File: config.mk
export PLATFORM = sky130hd
export DESIGN_NAME = sigmoid_seg_sel_flat
export DESIGN_NICKNAME = d
export VERILOG_FILES = /design/src/rtl/sigmoid_pkg.sv /design/src/rtl/sigmoid_seg_sel_if.sv /design/src/rtl/sigmoid_coef_tbl.sv /design/src/rtl/sigmoid_seg_sel.sv /design/src/flat_wrapper.sv
export SDC_FILE = /design/constraint.sdc
export NUM_CORES = 1
export LEC_CHECK = 0
export CORE_MARGIN = 2
export CORE_UTILIZATION = 30
export DETAILED_ROUTE_END_ITERATION = 8
export GPL_ROUTABILITY_DRIVEN = 0
export PLACE_DENSITY = 0.61
export SLEW_MARGIN = 20
export SYNTH_ARGS = -nofsm -noshare
export SYNTH_HDL_FRONTEND = slang
export SYNTH_HIERARCHICAL = 1
export SYNTH_SLANG_ARGS = --single-unit
File: constraint.sdc
create_clock -name clk -period 2.4 [get_ports clk]
set_clock_uncertainty 0.1 [all_clocks]
set_input_delay 0.48 -clock clk [delete_from_list [all_inputs] [get_ports clk]]
set_output_delay 0.48 -clock clk [all_outputs]
set_load 0.05 [all_outputs]
File: src/rtl/sigmoid_pkg.sv
// -----------------------------------------------------------------------------
// sigmoid_pkg
// Shared constants and types for the piecewise-linear sigmoid front end.
//   BITS/FRAC   : Q8.8 sample and coefficient format
//   NSEG        : number of unit-wide linear segments on the positive axis
//   DEF_GRAD/OFF: power-on coefficient table
//   SAT_OFFSET  : offset used once |x| leaves the segmented range (1.0)
//   fold_abs()  : |x| with the most negative code clamped to 0x7FFF
// -----------------------------------------------------------------------------
package sigmoid_pkg;

  localparam int BITS = 16;
  localparam int FRAC = 8;
  localparam int NSEG = 6;

  typedef logic [BITS-1:0]      word_t;
  typedef logic [BITS-FRAC-1:0] seg_t;

  localparam word_t SAT_OFFSET = 16'h0100;

  localparam word_t DEF_GRAD [NSEG] = '{16'h003B, 16'h0026, 16'h0012,
                                        16'h0008, 16'h0003, 16'h0001};
  localparam word_t DEF_OFF  [NSEG] = '{16'h0080, 16'h0090, 16'h00BD,
                                        16'h00DD, 16'h00F0, 16'h00F9};

  // Two's-complement magnitude; 0x8000 has no positive twin so it clamps.
  function automatic word_t fold_abs(input word_t x);
    word_t r;
    if (x == 16'h8000) begin
      r = 16'h7FFF;
    end else if (x[BITS-1]) begin
      r = (~x) + 16'h0001;
    end else begin
      r = x;
    end
    return r;
  endfunction

endpackage

File: src/rtl/sigmoid_seg_sel_if.sv
// -----------------------------------------------------------------------------
// sigmoid_seg_sel_if
// Input (valid/ready + sample) and output (valid/ready + segment data) bus of
// sigmoid_seg_sel.
//   modport slave  : the pipeline stage itself
//   modport master : the producer/consumer driving it (testbench, datapath)
// -----------------------------------------------------------------------------
interface sigmoid_seg_sel_if;
  import sigmoid_pkg::*;

  logic  in_valid;
  logic  in_ready;
  word_t x;
  logic  out_valid;
  logic  out_ready;
  word_t x_abs;
  word_t gradient;
  word_t offset;
  logic  neg;
  logic  sat;

  modport slave (
    input  in_valid, x, out_ready,
    output in_ready, out_valid, x_abs, gradient, offset, neg, sat
  );

  modport master (
    output in_valid, x, out_ready,
    input  in_ready, out_valid, x_abs, gradient, offset, neg, sat
  );

endinterface

File: src/rtl/sigmoid_coef_tbl.sv
// -----------------------------------------------------------------------------
// sigmoid_coef_tbl
// Gradient/offset table with combinational lookup by segment index.
// Build option SIGMOID_COEF_WR_EN:
//   defined   : register file, reloaded with defaults on reset, written via
//               i_coef_* (addresses >= NSEG are dropped). A lookup in the write
//               cycle sees the old entry because the read is from the flops.
//   undefined : constant table from sigmoid_pkg, no clock needed.
// Ports: clk, rst_n, i_coef_we, i_coef_addr, i_coef_grad, i_coef_off (option
//        only); i_seg lookup index; o_grad/o_off selected entry (0 if i_seg
//        is out of range).
// -----------------------------------------------------------------------------
module sigmoid_coef_tbl
  import sigmoid_pkg::*;
(
`ifdef SIGMOID_COEF_WR_EN
  input  logic       clk,
  input  logic       rst_n,
  input  logic       i_coef_we,
  input  logic [2:0] i_coef_addr,
  input  word_t      i_coef_grad,
  input  word_t      i_coef_off,
`endif
  input  seg_t       i_seg,
  output word_t      o_grad,
  output word_t      o_off
);

`ifdef SIGMOID_COEF_WR_EN
  word_t r_grad [NSEG];
  word_t r_off  [NSEG];

  // Coefficient register file: defaults on reset, in-range writes otherwise.
  always_ff @(posedge clk or negedge rst_n) begin
    if (!rst_n) begin
      for (int i = 0; i < NSEG; i++) begin
        r_grad[i] <= DEF_GRAD[i];
        r_off[i]  <= DEF_OFF[i];
      end
    end else if (i_coef_we && (i_coef_addr < 3'(NSEG))) begin
      r_grad[i_coef_addr] <= i_coef_grad;
      r_off[i_coef_addr]  <= i_coef_off;
    end else begin
      for (int i = 0; i < NSEG; i++) begin
        r_grad[i] <= r_grad[i];
        r_off[i]  <= r_off[i];
      end
    end
  end

  // Lookup from the current register contents.
  always_comb begin
    o_grad = 16'h0000;
    o_off  = 16'h0000;
    if (i_seg < seg_t'(NSEG)) begin
      o_grad = r_grad[i_seg[2:0]];
      o_off  = r_off[i_seg[2:0]];
    end else begin
      o_grad = 16'h0000;
      o_off  = 16'h0000;
    end
  end
`else
  // Lookup from the constant default table.
  always_comb begin
    o_grad = 16'h0000;
    o_off  = 16'h0000;
    if (i_seg < seg_t'(NSEG)) begin
      o_grad = DEF_GRAD[i_seg[2:0]];
      o_off  = DEF_OFF[i_seg[2:0]];
    end else begin
      o_grad = 16'h0000;
      o_off  = 16'h0000;
    end
  end
`endif

endmodule

File: src/rtl/sigmoid_seg_sel.sv
// -----------------------------------------------------------------------------
// sigmoid_seg_sel
// Two-stage valid/ready front end of the piecewise-linear sigmoid. Stage 1
// folds the Q8.8 sample onto the positive axis and flags sign/saturation;
// stage 2 looks up the segment coefficients and holds the result for the
// multiply-add stage. The ready chain is combinational (no skid buffer).
// Ports:
//   clk, rst_n        : clock, asynchronous active-low reset
//   bus (slave)       : in_valid/in_ready/x, out_valid/out_ready,
//                       x_abs/gradient/offset/neg/sat
//   i_coef_*          : coefficient write port (SIGMOID_COEF_WR_EN only)
// Build option: SIGMOID_COEF_WR_EN enables the writable coefficient table.
// -----------------------------------------------------------------------------
module sigmoid_seg_sel
  import sigmoid_pkg::*;
(
  input  logic              clk,
  input  logic              rst_n,
`ifdef SIGMOID_COEF_WR_EN
  input  logic              i_coef_we,
  input  logic [2:0]        i_coef_addr,
  input  word_t             i_coef_grad,
  input  word_t             i_coef_off,
`endif
  sigmoid_seg_sel_if.slave  bus
);

  logic  w_s2_adv;
  logic  w_s1_adv;
  logic  w_accept;
  word_t w_x_abs;
  seg_t  w_seg;
  word_t w_tbl_grad;
  word_t w_tbl_off;

  logic  r_s1_valid;
  word_t r_s1_x_abs;
  logic  r_s1_neg;
  logic  r_s1_sat;

  logic  r_s2_valid;
  word_t r_s2_x_abs;
  word_t r_s2_grad;
  word_t r_s2_off;
  logic  r_s2_neg;
  logic  r_s2_sat;

  // A stage may load when it is empty or its contents leave this cycle.
  assign w_s2_adv = !r_s2_valid || bus.out_ready;
  assign w_s1_adv = !r_s1_valid || w_s2_adv;
  assign w_accept = bus.in_valid && w_s1_adv;
  assign w_x_abs  = fold_abs(bus.x);
  assign w_seg    = r_s1_x_abs[BITS-1:FRAC];

  sigmoid_coef_tbl u_tbl (
`ifdef SIGMOID_COEF_WR_EN
    .clk         (clk),
    .rst_n       (rst_n),
    .i_coef_we   (i_coef_we),
    .i_coef_addr (i_coef_addr),
    .i_coef_grad (i_coef_grad),
    .i_coef_off  (i_coef_off),
`endif
    .i_seg       (w_seg),
    .o_grad      (w_tbl_grad),
    .o_off       (w_tbl_off)
  );

  // Stage 1: capture fold/sign/saturation on accept; empty when drained.
  always_ff @(posedge clk or negedge rst_n) begin
    if (!rst_n) begin
      r_s1_valid <= 1'b0;
      r_s1_x_abs <= 16'h0000;
      r_s1_neg   <= 1'b0;
      r_s1_sat   <= 1'b0;
    end else if (w_accept) begin
      r_s1_valid <= 1'b1;
      r_s1_x_abs <= w_x_abs;
      r_s1_neg   <= bus.x[BITS-1];
      r_s1_sat   <= (w_x_abs[BITS-1:FRAC] >= seg_t'(NSEG));
    end else if (w_s1_adv) begin
      r_s1_valid <= 1'b0;
    end else begin
      r_s1_valid <= r_s1_valid;
    end
  end

  // Stage 2: take stage 1 with its coefficients; hold under back-pressure.
  always_ff @(posedge clk or negedge rst_n) begin
    if (!rst_n) begin
      r_s2_valid <= 1'b0;
      r_s2_x_abs <= 16'h0000;
      r_s2_grad  <= 16'h0000;
      r_s2_off   <= 16'h0000;
      r_s2_neg   <= 1'b0;
      r_s2_sat   <= 1'b0;
    end else if (w_s2_adv) begin
      r_s2_valid <= r_s1_valid;
      if (r_s1_valid) begin
        r_s2_x_abs <= r_s1_x_abs;
        r_s2_grad  <= r_s1_sat ? 16'h0000 : w_tbl_grad;
        r_s2_off   <= r_s1_sat ? SAT_OFFSET : w_tbl_off;
        r_s2_neg   <= r_s1_neg;
        r_s2_sat   <= r_s1_sat;
      end else begin
        r_s2_x_abs <= r_s2_x_abs;
      end
    end else begin
      r_s2_valid <= r_s2_valid;
    end
  end

  assign bus.in_ready  = w_s1_adv;
  assign bus.out_valid = r_s2_valid;
  assign bus.x_abs     = r_s2_x_abs;
  assign bus.gradient  = r_s2_grad;
  assign bus.offset    = r_s2_off;
  assign bus.neg       = r_s2_neg;
  assign bus.sat       = r_s2_sat;

endmodule

File: src/flat_wrapper.sv
// flat-port wrapper written by rule: the top's interface ports become plain ports
module sigmoid_seg_sel_flat import sigmoid_pkg::*;
  (clk, rst_n, bus_in_valid, bus_x, bus_out_ready, bus_in_ready, bus_out_valid, bus_x_abs, bus_gradient, bus_offset, bus_neg, bus_sat);
  sigmoid_seg_sel_if bus_i ();
  input  logic clk;
  input  logic rst_n;
  input wire logic [$bits(bus_i.in_valid)-1:0] bus_in_valid;
  input wire logic [$bits(bus_i.x)-1:0] bus_x;
  input wire logic [$bits(bus_i.out_ready)-1:0] bus_out_ready;
  output wire logic [$bits(bus_i.in_ready)-1:0] bus_in_ready;
  output wire logic [$bits(bus_i.out_valid)-1:0] bus_out_valid;
  output wire logic [$bits(bus_i.x_abs)-1:0] bus_x_abs;
  output wire logic [$bits(bus_i.gradient)-1:0] bus_gradient;
  output wire logic [$bits(bus_i.offset)-1:0] bus_offset;
  output wire logic [$bits(bus_i.neg)-1:0] bus_neg;
  output wire logic [$bits(bus_i.sat)-1:0] bus_sat;
  assign bus_i.in_valid = bus_in_valid;
  assign bus_i.x = bus_x;
  assign bus_i.out_ready = bus_out_ready;
  assign bus_in_ready = bus_i.in_ready;
  assign bus_out_valid = bus_i.out_valid;
  assign bus_x_abs = bus_i.x_abs;
  assign bus_gradient = bus_i.gradient;
  assign bus_offset = bus_i.offset;
  assign bus_neg = bus_i.neg;
  assign bus_sat = bus_i.sat;
  sigmoid_seg_sel u_core (.clk(clk), .rst_n(rst_n), .bus(bus_i));
endmodule
==> impl_metrics.tcl <==
set metrics [dict create \
    status "complete, no violations" \
    via_per_inst 4.592 \
    cts_tree "done" \
    required_ns 1.82 \
    clock-sinks 70 \
    setup_violations 0 \
    ys_warn_count 6 \
    grt_antenna_before_repair 0 \
    combinationalPowerShare_pct 24.3 \
    hp-class "input pin to asynchronous set/reset pin" \
    p_int_mw 2.725 \
    grtUsageTotal_pct 12.81 \
    ctsHoldBuffers 0 \
    wl_met2_um 3892 \
    yosysTopAreaCell "dfrtp_1" \
    die_area_um2 13240 \
    coreArea_um2 12010 \
    cp_slowest_cell "clkdlybuf4s50_1" \
    nNetsFinal 480 \
    drc 0 \
    die_w_um 115.1 \
    fmax_mhz 473.5 \
    worstSetupStartpointType "flip-flop" \
    ant_nets 0 \
    worstRegToRegCells 4 \
    grt_max_degree 71 \
    wire_per_inst_um 13.34 \
    synth_area_leaders "dfrtp_1, nand2b_1, nand2_1, mux2_2, o21ai_0" \
    synth_area_per_cell_um2 10.03 \
    die_y_um 115.1 \
    critical-path-max-stage-delay_ns 0.83 \
    synth_top_area_share_pct 47.33 \
    ys_types 51 \
    drv_slew 0 \
    peakVddDrop_mv 0.4120 \
    critPathBufInv 1 \
    io_buffers 71 \
    synth_cells 369 \
    crit_type "flip-flop to output port" \
    setup_ws_ns 0.2881 \
    seqPwrFrac_pct 36.3 \
    path_max_fanout 2 \
    power.density_nw_per_um2 790.8 \
    synth_seq_area_share_pct 47.33 \
    cp_cell_sequence "clkdlybuf4s50_1" \
    grt_pass1_wl_um 13400 \
    cts-root-buf "clkbuf_16" \
    synth_area_um2 3701 \
    post_cts.repair.setup_buffers 0 \
    clockBufferDepth 2 \
    first_pass_iters 4 \
    cts_htree_levels 3 \
    place_ws_ns -0.02708 \
    reg2reg_slack_ns 0.53 \
    rr_endpoint "u_core/bus.gradient[2]" \
    n_antenna_cell 0 \
    m1WireLength_um 3712 \
    post_cts_resized 0 \
    hold_viol_final 0 \
    drv_cap 0 \
    fin_hold_ws_ns 0.04417 \
    relSlewSlack_pct 40.72 \
    detail_route.iter0.violations 146 \
    syn_to_final_growth_pct 34.79 \
    highest_layer "met4" \
    routed-via-count 2783 \
    rsz0062_at_grt "false" \
    min_period_over_period_pct 87.99 \
    clock_power_share_pct 39.4 \
    wl_met3_um 352 \
    rows 40 \
    overflow 0 \
    clk_pin_slew_ns 0.06 \
    max_slew.worst_pin.slew_ns 0.8893 \
    start_util_pct 30.81 \
    insertion_delay_ns 0.33 \
    p_sw_mw 1.220 \
    cts-buffers-inserted 9 \
    hpwl_um 5758 \
    drive_gt1_share_pct 18.52 \
    leakage_nw 2.050 \
    wirelength_um 8087 \
    grt_pass1_vias 2816 \
    p_sw_share_pct 30.92 \
    io_pins 72 \
    layout_min_cycle_time_ns 2.112 \
    r2r_start "u_core/r_s1_x_abs[13]" \
    critPathTopFamily "buffers and inverters" \
    ys_ff_latch 70 \
    endpoint_kind "output port" \
    critPathArrivalTime_ns 1.53 \
]
[state kept, by name, summed over array words and instances, names as in the netlist]
signal / flops
u_core/bus.neg: 1
u_core/bus.gradient: 16
u_core/r_s1_neg: 1
u_core/bus.offset: 16
u_core/r_s1_valid: 1
u_core/bus.sat: 1
u_core/bus.x_abs: 16
u_core/r_s1_x_abs: 16
u_core/r_s1_sat: 1
u_core/bus.out_valid: 1
[worst max path at each step]
stage,from,to,slack [ns],cells past startpoint
6_report,u_core/bus.x_abs[10],bus_x_abs[10],0.29,1
5_1_grt,bus_x[4],u_core/r_s1_x_abs[14],0.19,6
4_1_cts,u_core/bus.x_abs[1],bus_x_abs[1],0.27,1
2_1_floorplan,u_core/bus.out_valid,u_core/r_s1_x_abs[12],0.22,4
3_5_place_dp,bus_x[4],u_core/r_s1_x_abs[14],-0.03,6
3_3_place_gp,bus_x[4],u_core/r_s1_x_abs[14],0.01,6
[kinds of logic after synthesis]
logic type                 count (synthesis)  synth area share (%)
DFF                                       70                 47.33
muxes                                     20                 6.017
AOI/OAI and AO/OA                         77                 13.76
other                                      1                0.1013
and+or+nand+nor                          140                 21.50
adders and majority gates                  6                 2.028
buffers and inverters                     47                 7.370
xor gates and xnor gates                   8                 1.893
[through the flow]
step	area, um2	instances	TNS [ns]	total power, mW	util (%)
2_1_floorplan	3769	387	0	2.072	-
3_3_place_gp	4639	590	0	2.409	38.63
3_5_place_dp	4639	590	-0.04890	2.424	38.63
4_1_cts	4989	606	0	4.004	41.53
5_1_grt	4989	606	0	4.137	41.53
6_report	4989	606	0	3.945	41.53
[power by group through the flow]
stage | registers [mW] | logic, mW | clock network [mW]
2_1_floorplan | 1.72 | 0.349 | 0
3_3_place_gp | 1.45 | 0.958 | 0
3_5_place_dp | 1.46 | 0.967 | 0
4_1_cts | 1.44 | 0.970 | 1.60
5_1_grt | 1.46 | 1.03 | 1.66
6_report | 1.43 | 0.959 | 1.56
[per-layer routing]
metal	up-vias	global-route usage, %
li1	1397	-
met1	1298	16.22
met2	74	21.37
met3	14	3.268
met4	0	4.337
met5	-	0
[layout make-up]
cell class	count	area (um2)
fillers	1198	7023
flip-flops and latches	70	1752
multi-input cells	270	1747
repair buffers	96	930.9
clock buffers	11	242.7
well taps	147	183.9
clock inverters	5	106.4
inverters	7	26.28
[cell usage after synthesis (all sizes together)]
cell    instances
or3b            1
nor3b           1
nand3b          2
or2             2
mux2           18
xor2            5
nor4            5
clkbuf         13
o31ai           5
o21a            1
nand2b         39
o21ai          38
nor4b           2
nor2           13
ha              6
o21ba           1
a41oi           4
or4             3
a311oi          1
nand4           1
conb            1
a211oi          9
o31a            2
nand2          56
nand3           3
mux2i           2
and2            3
a21oi           9
xnor2           3
dfrtp          70
nor3            5
a31oi           3
o41ai           2
inv             7
o22ai           2
nor2b           1
and3            3
buf            27
[cells in the final DEF (no fill, tap or decap), types with 2 or more instances in the layout]
cell type / count
a211oi_1: 2
a211oi_2: 7
a21oi_1: 9
a31oi_1: 3
a41oi_1: 4
and2_1: 2
and3_2: 2
buf_12: 3
buf_4: 24
bufinv_16: 3
clkbuf_16: 9
clkdlybuf4s50_1: 69
conb_1: 19
dfrtp_1: 70
ha_1: 6
inv_1: 7
mux2_2: 18
mux2i_1: 2
nand2_1: 55
nand2b_1: 39
nand3_1: 3
nand3b_1: 2
nor2_1: 13
nor3_1: 2
nor3_2: 3
nor4_4: 3
nor4b_1: 2
o21ai_0: 38
o22ai_1: 2
o31ai_1: 4
o41ai_1: 2
or2_2: 2
or4_1: 2
xnor2_1: 3
xor2_1: 5
No activity file was read; power rests on OpenSTA's default activity.
